==> src/rtl/mcif_rd_req_gen_pkg.sv <==
// Shared definitions for the MCIF read-request sequencer: payload field
// positions, the 4 KB page constants and the sequencer state encoding.
package mcif_rd_req_gen_pkg;

  // rd_req_pd = {len-1, base, offset}; LEN occupies [BURST_LEN_W+63:PD_LEN_LSB]
  localparam int unsigned PD_OFF_LSB  = 0;
  localparam int unsigned PD_BASE_LSB = 32;
  localparam int unsigned PD_LEN_LSB  = 64;

  localparam int unsigned PAGE_BYTES = 4096;
  localparam int unsigned PAGE_OFF_W = 12;

  typedef enum logic [1:0] {
    ST_IDLE  = 2'd0,
    ST_ISSUE = 2'd1,
    ST_DRAIN = 2'd2
  } state_e;

  // Bytes left before the next 4 KB boundary (1..4096).
  function automatic logic [PAGE_OFF_W:0] bytes_to_page(input logic [PAGE_OFF_W-1:0] page_addr);
    return {1'b1, {PAGE_OFF_W{1'b0}}} - {1'b0, page_addr};
  endfunction

endpackage

==> src/rtl/mcif_burst_split.sv <==
// Combinational burst sizer: largest burst that fits the line remainder,
// the AXI burst limit and the distance to the next 4 KB boundary.
module mcif_burst_split
  import mcif_rd_req_gen_pkg::*;
#(
  parameter int MAX_BURST       = 16,
  parameter int LOG2_BEAT_BYTES = 6,
  parameter int CNT_W           = 16,
  parameter int BURST_W         = $clog2(MAX_BURST + 1)
) (
  input  logic [PAGE_OFF_W-1:0] page_addr,
  input  logic [CNT_W-1:0]      remaining,
  output logic [BURST_W-1:0]    burst
);

  logic [PAGE_OFF_W:0] page_beats;
  logic [31:0]         limit;

  // NOTE: every always_comb output gets a default before any condition, so no latch is inferred.
  always_comb begin
    page_beats = bytes_to_page(page_addr) >> LOG2_BEAT_BYTES;
    limit      = 32'(MAX_BURST);
    if (32'(page_beats) < limit) limit = 32'(page_beats);
    if (32'(remaining) < limit)  limit = 32'(remaining);
    burst = BURST_W'(limit);
  end

endmodule

==> src/rtl/mcif_rd_req_gen.sv <==
// Read-request sequencer for one MCIF client port: splits a 2D fetch command
// into 4 KB-safe bursts, issues them and tracks returned beats until done.
module mcif_rd_req_gen
  import mcif_rd_req_gen_pkg::*;
#(
  parameter int BURST_LEN_W     = 8,
  parameter int MAX_BURST       = 16,
  parameter int LOG2_BEAT_BYTES = 6,
  parameter int CNT_W           = 16
) (
  input  logic                    clk,
  input  logic                    rst_n,
  input  logic                    cmd_vld,
  output logic                    cmd_rdy,
  input  logic [31:0]             cmd_base,
  input  logic [31:0]             cmd_offset,
  input  logic [CNT_W-1:0]        cmd_line_beats,
  input  logic [CNT_W-1:0]        cmd_line_num,
  input  logic [31:0]             cmd_line_stride,
  output logic                    rd_req_vld,
  input  logic                    rd_req_rdy,
  output logic [BURST_LEN_W+63:0] rd_req_pd,
  input  logic                    rd_resp_vld,
  input  logic                    rd_resp_rdy,
  output logic                    busy,
  output logic                    done
);

  localparam int          BURST_W   = $clog2(MAX_BURST + 1);
  localparam logic [31:0] BEAT_MASK = ~((32'd1 << LOG2_BEAT_BYTES) - 32'd1);

  state_e                  state_q, state_d;
  logic [31:0]             base_q, stride_q, line_start_q, cur_off_q;
  logic [CNT_W-1:0]        line_beats_q, line_rem_q, lines_left_q;
  logic [BURST_W-1:0]      burst_q;
  logic [31:0]             issued_q, recv_q;
  logic                    req_vld_q;
  logic [BURST_LEN_W+63:0] req_pd_q;

  logic                    cmd_fire, req_fire, resp_fire;
  logic                    line_last, cmd_last, drain_done;
  logic [31:0]             recv_nxt;
  logic [31:0]             nxt_base, nxt_line_start, nxt_off, nxt_off_al;
  logic [CNT_W-1:0]        nxt_rem, nxt_lines;
  logic                    nxt_vld, load_req;
  logic [31:0]             nxt_addr;
  logic [BURST_W-1:0]      nxt_burst, nxt_len_m1;

  assign cmd_fire  = cmd_vld & cmd_rdy;
  assign req_fire  = req_vld_q & rd_req_rdy;
  assign resp_fire = rd_resp_vld & rd_resp_rdy;

  assign line_last  = (line_rem_q == CNT_W'(burst_q));
  assign cmd_last   = line_last && (lines_left_q == CNT_W'(1));
  assign recv_nxt   = recv_q + 32'(resp_fire);
  // A beat landing in the final cycle completes the command in that same cycle.
  assign drain_done = (state_q == ST_DRAIN) && (recv_nxt == issued_q);

  assign done       = drain_done;
  assign busy       = (state_q != ST_IDLE) && !drain_done;
  assign cmd_rdy    = (state_q == ST_IDLE) || drain_done;
  assign rd_req_vld = req_vld_q;
  assign rd_req_pd  = req_pd_q;

  // Next walk position; the burst for the next request is sized from it so
  // request payloads can be registered one cycle ahead.
  always_comb begin
    state_d        = state_q;
    nxt_base       = base_q;
    nxt_line_start = line_start_q;
    nxt_off        = cur_off_q;
    nxt_rem        = line_rem_q;
    nxt_lines      = lines_left_q;
    nxt_vld        = req_vld_q;
    load_req       = 1'b0;

    unique case (state_q)
      ST_IDLE: ;
      ST_ISSUE: begin
        if (req_fire) begin
          if (cmd_last) begin
            state_d = ST_DRAIN;
            nxt_vld = 1'b0;
          end else begin
            if (line_last) begin
              nxt_line_start = line_start_q + stride_q;
              nxt_off        = line_start_q + stride_q;
              nxt_rem        = line_beats_q;
              nxt_lines      = lines_left_q - CNT_W'(1);
            end else begin
              nxt_off = cur_off_q + (32'(burst_q) << LOG2_BEAT_BYTES);
              nxt_rem = line_rem_q - CNT_W'(burst_q);
            end
            load_req = 1'b1;
          end
        end
      end
      ST_DRAIN: if (drain_done) state_d = ST_IDLE;
      default:  state_d = ST_IDLE;
    endcase

    if (cmd_fire) begin
      nxt_base       = cmd_base;
      nxt_line_start = cmd_offset;
      nxt_off        = cmd_offset;
      nxt_rem        = cmd_line_beats;
      nxt_lines      = cmd_line_num;
      if (cmd_line_beats == '0 || cmd_line_num == '0) begin
        state_d = ST_DRAIN;
        nxt_vld = 1'b0;
      end else begin
        state_d  = ST_ISSUE;
        nxt_vld  = 1'b1;
        load_req = 1'b1;
      end
    end
  end

  assign nxt_off_al = nxt_off & BEAT_MASK;
  assign nxt_addr   = nxt_base + nxt_off_al;
  assign nxt_len_m1 = nxt_burst - BURST_W'(1);

  mcif_burst_split #(
    .MAX_BURST       (MAX_BURST),
    .LOG2_BEAT_BYTES (LOG2_BEAT_BYTES),
    .CNT_W           (CNT_W),
    .BURST_W         (BURST_W)
  ) u_burst_split (
    .page_addr (nxt_addr[PAGE_OFF_W-1:0]),
    .remaining (nxt_rem),
    .burst     (nxt_burst)
  );

  // NOTE: sequential state uses non-blocking assignments so every register samples pre-edge values.
  always_ff @(posedge clk or negedge rst_n) begin
    if (!rst_n) begin
      state_q      <= ST_IDLE;
      base_q       <= '0;
      stride_q     <= '0;
      line_start_q <= '0;
      cur_off_q    <= '0;
      line_beats_q <= '0;
      line_rem_q   <= '0;
      lines_left_q <= '0;
      burst_q      <= '0;
      issued_q     <= '0;
      recv_q       <= '0;
      req_vld_q    <= 1'b0;
      req_pd_q     <= '0;
    end else begin
      state_q      <= state_d;
      base_q       <= nxt_base;
      line_start_q <= nxt_line_start;
      cur_off_q    <= nxt_off;
      line_rem_q   <= nxt_rem;
      lines_left_q <= nxt_lines;
      req_vld_q    <= nxt_vld;
      if (load_req) begin
        burst_q  <= nxt_burst;
        req_pd_q <= {BURST_LEN_W'(nxt_len_m1), nxt_base, nxt_off_al};
      end
      if (cmd_fire) begin
        stride_q     <= cmd_line_stride;
        line_beats_q <= cmd_line_beats;
        issued_q     <= '0;
        recv_q       <= '0;
      end else begin
        if (req_fire) issued_q <= issued_q + 32'(burst_q);
        // Beats arriving with no command in flight are stray and dropped.
        if (resp_fire && state_q != ST_IDLE) recv_q <= recv_nxt;
      end
    end
  end

endmodule

==> config.mk <==
export PLATFORM = sky130hd
export DESIGN_NAME = mcif_rd_req_gen
export DESIGN_NICKNAME = d
export VERILOG_FILES = /design/src/rtl/mcif_rd_req_gen_pkg.sv /design/src/rtl/mcif_burst_split.sv /design/src/rtl/mcif_rd_req_gen.sv
export SDC_FILE = /design/constraint.sdc
export NUM_CORES = 1
export LEC_CHECK = 0
export BUFFER_PORTS_ARGS = -buffer_cell sky130_fd_sc_hd__buf_2
export CAP_MARGIN = 20
export CORE_MARGIN = 2
export CORE_UTILIZATION = 57
export DETAILED_ROUTE_END_ITERATION = 7
export GPL_TIMING_DRIVEN = 0
export HOLD_SLACK_MARGIN = 0.15
export PLACE_DENSITY = 0.78
export SLEW_MARGIN = 20
export SYNTH_ARGS = -nofsm -noshare
export SYNTH_HDL_FRONTEND = slang
export SYNTH_SLANG_ARGS = --single-unit
==> constraint.sdc <==
create_clock -name clk -period 9.95 [get_ports clk]
set_clock_uncertainty 0.15 [all_clocks]
set_input_delay 0.995 -clock clk [delete_from_list [all_inputs] [get_ports clk]]
set_output_delay 0.995 -clock clk [all_outputs]
set_load 0.03 [all_outputs]
==> results summary <==
The run finished with clean final reports. The final hold violation count came out at 0. The wire length reported by the detailed router is 55600 µm.

The root buffer cell chosen for the clock tree is sky130_fd_sc_hd__clkbuf_16. The count of cells along the worst register-to-register path is 36. The initial utilization of the core area, before any placement, comes to 58.2%. The number of warnings printed during yosys synthesis came out at 0. Before CTS, the worst setup slack after placement is -1.58 ns. Of all nets on the critical path, the largest fanout is 10.

The count of unresolved DRC violations after routing came out at 0. The CTS tree is built. The arrival time of the worst setup path came out at 9.74 ns. Of all cell types, the one taking the most synthesized area is sky130_fd_sc_hd__dfrtp_1. The region available for standard cell placement spans 30700 µm².

The mapped netlist covers 17800 µm². The via count normalized by instance count came out at 6.05. The switching fraction of total power came out at 46.6%. The relative slew slack is 22.3%.

Among the stages of the critical path, the cell type that occurs most often is sky130_fd_sc_hd__ha_2. The die is 181 µm wide. The worst min-delay path category is input port to async pin. The area after detailed placement came out at 19500 µm². The die covers 32700 µm². The most critical setup path has its endpoint at rd_req_pd[68]$_DFFE_PN0P_. Tracing the worst setup path back leads to its startpoint at rd_resp_vld. Entering global routing, the biggest net connects 103 pins.

Combinational logic burns 54.2% of the power. The final standard cell area without fillers came out at 20800 µm². The vias after detailed routing came out at 16700. In this run, synthesis inferred 0 flip-flops with an integrated enable. The number of different library cells in the post-synthesis netlist came out at 88. The library cell with the highest instance count after synthesis is sky130_fd_sc_hd__nand2_1. Static timing analysis puts the maximum clock frequency at 105 MHz.

The biggest cell delay along the critical path is 0.58 ns. The minimum clock period after layout came out at 9.51 ns. The final number of setup-violating endpoints came out at 0. The reg2reg setup slack is 0.48 ns. The clock network latency to the later pin of the worst-skew pair is 0.53 ns. The finished layout holds 2760 standard cells, fillers aside. The first TritonRoute pass finished after 5 iterations. The endpoint class of the critical path is a flop. The final net count came out at 2542. In the synthesized netlist, the number of instances is 2084. In the synthesized netlist, the cells that appear most often are 438 x sky130_fd_sc_hd__nand2_1, 305 x sky130_fd_sc_hd__dfrtp_1, 240 x sky130_fd_sc_hd__nor2_1.

Pin placement for this block handled 210 I/O pins. The via count of the first global-routing pass is 16400. After detailed placement, the design holds a cell count of 2691.

The count of buffers inserted at the top-level ports is 200. The total of fill cells in the finished design is 2524. Cell internal power was estimated by the tool at 3930 µW. The slowest stage of the critical path belongs to the cell sky130_fd_sc_hd__or4_4. The share of synthesized flip-flops with an asynchronous set or reset came out at 100%. The fraction of power consumed by the clock network is 17.0%. The number of core rows is 64.

The sequential fraction of the synthesis area is 42.8%. The worst path setup slack after routing came out at 0.438 ns. The buffer depth of the longest clock path came out at 3. The period utilization came out at 95.6%. In the final layout, the share of cells above drive strength 1 is 15.3%. The area of combinational cells with multiple inputs is 9710 µm².

The y dimension of the die is 181 µm. The average cell area after synthesis is 8.56 µm². The iteration-0 DRC count of the detailed router came out at 1554. The clock-pin slew of the registers on the worst-case setup and hold paths is 0.05 ns.

In the final routed layout, each cell accounts on average for 20.2 µm. The maximum ir drop on the vdd rail is 210 µV. The number of buffers added to fix hold violations after cts is 0. The number of clock sinks came out at 305.

By area the synthesized netlist is led by sky130_fd_sc_hd__dfrtp_1 43%, sky130_fd_sc_hd__nand2_1 9.2%, sky130_fd_sc_hd__nor2_1 5.1%. The post-synthesis to final-layout area growth is 16.6%. The global-route wire length before repair is 88100 µm. The completed layout was analyzed and its total power is 7360 µW. In this run the critical register-to-register path is launched from burst_q[4]$_DFFE_PN0P_. The static leakage power came out at 0.00972 µW.

The slew at the pin with the worst max-slew slack came out at 1.16 ns. The final worst hold slack is 0.225 ns. The share of synthesized area in the top cell type comes to 42.8%. The number of maximum-capacitance violations came out at 0.

The endpoint identified for the worst register-to-register timing path is rd_req_pd[68]$_DFFE_PN0P_. At the end of routability-driven placement, the weighted congestion stood at 0.939. The number of antenna violations at the first check in global routing is 3. The global route total overflow is 0. For the worst setup path, the data required time is 10.17 ns. The share of total power dissipated in sequential elements is 28.8%. The number of pins exceeding their max-slew limit in the final report came out at 0.

The top flip-flop cell by instance count after synthesis is sky130_fd_sc_hd__dfrtp_1. The overall fraction of global-route tracks in use is 33.8%. The post-detailed-placement half-perimeter wirelength is 41300 µm.

In the final layout, flip-flops and latches occupy 7630 µm². The number of nets still failing antenna checks after routing is 0. The flip-flop and latch count after synthesis is 305.

The number of buffers created by CTS is 35. In this run the number of H-tree levels came out at 2. The power density relative to cell area is 354 nW/µm².

The startpoint type of the worst setup path is an input port. The worst setup path is of the input port to flop kind. The switching component of the power came out at 3430 µW.
[per-stage QoR]
stage | util, % | setup TNS (ns)
final | 67.8 | 0
after global routing | 67.8 | -0.0146
after floorplan | - | 0
after global placement | 63.1 | -7.95
after CTS | 67.2 | 0
after detailed placement | 63.4 | -9.81
[layer usage]
metal,track usage [%],vias up,wire length [µm]
li1,-,7747,-
met1,46.1,8003,23700
met2,51.0,765,24300
met3,8.79,171,5120
met4,14.6,4,2550
met5,0,-,21
[placed cells by master, fill, tap and decap left out, types with 18 or more instances in the layout]
cell | Yosys | layout
sky130_fd_sc_hd__clkbuf_1 | 69 | 67
sky130_fd_sc_hd__dfrtp_1 | 305 | 305
sky130_fd_sc_hd__clkbuf_16 | 0 | 35
sky130_fd_sc_hd__nor3_1 | 35 | 35
sky130_fd_sc_hd__buf_4 | 9 | 22
sky130_fd_sc_hd__nand2_1 | 438 | 438
sky130_fd_sc_hd__buf_2 | 13 | 209
sky130_fd_sc_hd__a21oi_1 | 99 | 98
sky130_fd_sc_hd__a31oi_1 | 63 | 62
sky130_fd_sc_hd__xnor2_1 | 94 | 94
sky130_fd_sc_hd__nand3_1 | 55 | 55
sky130_fd_sc_hd__nor4_1 | 23 | 20
sky130_fd_sc_hd__ha_1 | 62 | 59
sky130_fd_sc_hd__mux2_2 | 18 | 18
sky130_fd_sc_hd__and3_1 | 29 | 29
sky130_fd_sc_hd__xor2_1 | 59 | 59
sky130_fd_sc_hd__mux2i_1 | 19 | 18
sky130_fd_sc_hd__o21ai_0 | 106 | 104
sky130_fd_sc_hd__inv_1 | 43 | 43
sky130_fd_sc_hd__a21o_1 | 20 | 20
sky130_fd_sc_hd__nor2_1 | 240 | 239
sky130_fd_sc_hd__nand4_1 | 25 | 25
[sequential cells by signal, summed over array words and instances (netlist names)]
name and flops:
cur_off_q 26, state_q 2, line_beats_q 16, recv_q 32, issued_q 32, burst_q 5
line_rem_q 16, line_start_q 32, base_q 32, lines_left_q 16, rd_req_vld 1, stride_q 32
rd_req_pd 63
[how the worst min path moves through the flow]
stage                              from                            to  slack, ns  cells after the start
6_report                          rst_n  lines_left_q[12]$_DFFE_PN0P_       0.22                      1
5_1_grt                           rst_n  lines_left_q[12]$_DFFE_PN0P_       0.26                      1
4_1_cts                           rst_n  lines_left_q[12]$_DFFE_PN0P_       0.23                      1
3_5_place_dp   rd_req_pd[8]$_DFFE_PN0P_      rd_req_pd[8]$_DFFE_PN0P_       0.30                      2
3_3_place_gp   rd_req_pd[8]$_DFFE_PN0P_      rd_req_pd[8]$_DFFE_PN0P_       0.30                      2
2_1_floorplan      base_q[12]$_DFF_PN0_          base_q[12]$_DFF_PN0_       0.29                      2
[power by group through the flow]
stage,registers [µW],clock network (µW),logic (µW)
global route,2170,1310,4370
global placement,2110,0,3710
finish,2120,1250,3990
CTS,2110,1270,3860
detailed placement,2120,0,3820
floorplan,2260,0,2530
[area by class of cell]
cell class | count | area share (%)
multi-input cells | 1635 | 46.7
flip-flops and latches | 305 | 36.7
repair buffers | 215 | 5.75
clock buffers | 53 | 5.11
well taps | 396 | 2.38
plain buffers | 106 | 2.38
inverters | 43 | 0.776
clock inverters | 5 | 0.174
diodes | 2 | 0.0241
[logic make-up after synthesis]
| family | after synthesis | synth area share, % |
|---|---|---|
| AOI/OAI and AO/OA | 422 | 15.0 |
| xor gates and xnor gates | 153 | 7.51 |
| adders and majority gates | 67 | 4.91 |
| buffers and inverters | 152 | 3.52 |
| DFF | 305 | 42.8 |
| muxes | 40 | 2.46 |
| other | 2 | 0.0421 |
| and+or+nand+nor | 943 | 23.8 |
[worst max-delay path, delay by kind of cell]
kind / cells / cell delay, ns
buffers and inverters: 4 / 0.65
xor gates and xnor gates: 2 / 0.33
muxes: 2 / 0.42
AOI/OAI and AO/OA: 11 / 2.52
adders and majority gates: 6 / 1.43
and+or+nand+nor: 17 / 3.37
[what timing repair did]
item | in CTS | in global routing
buffers inserted | 3 | 9
endpoints found under the setup margin | 10 | 4
pin swaps | 4 | 6
endpoints found under the hold margin | 0 | 0
gates resized for setup | 12 | 37
(Power assumes the default switching activity.)
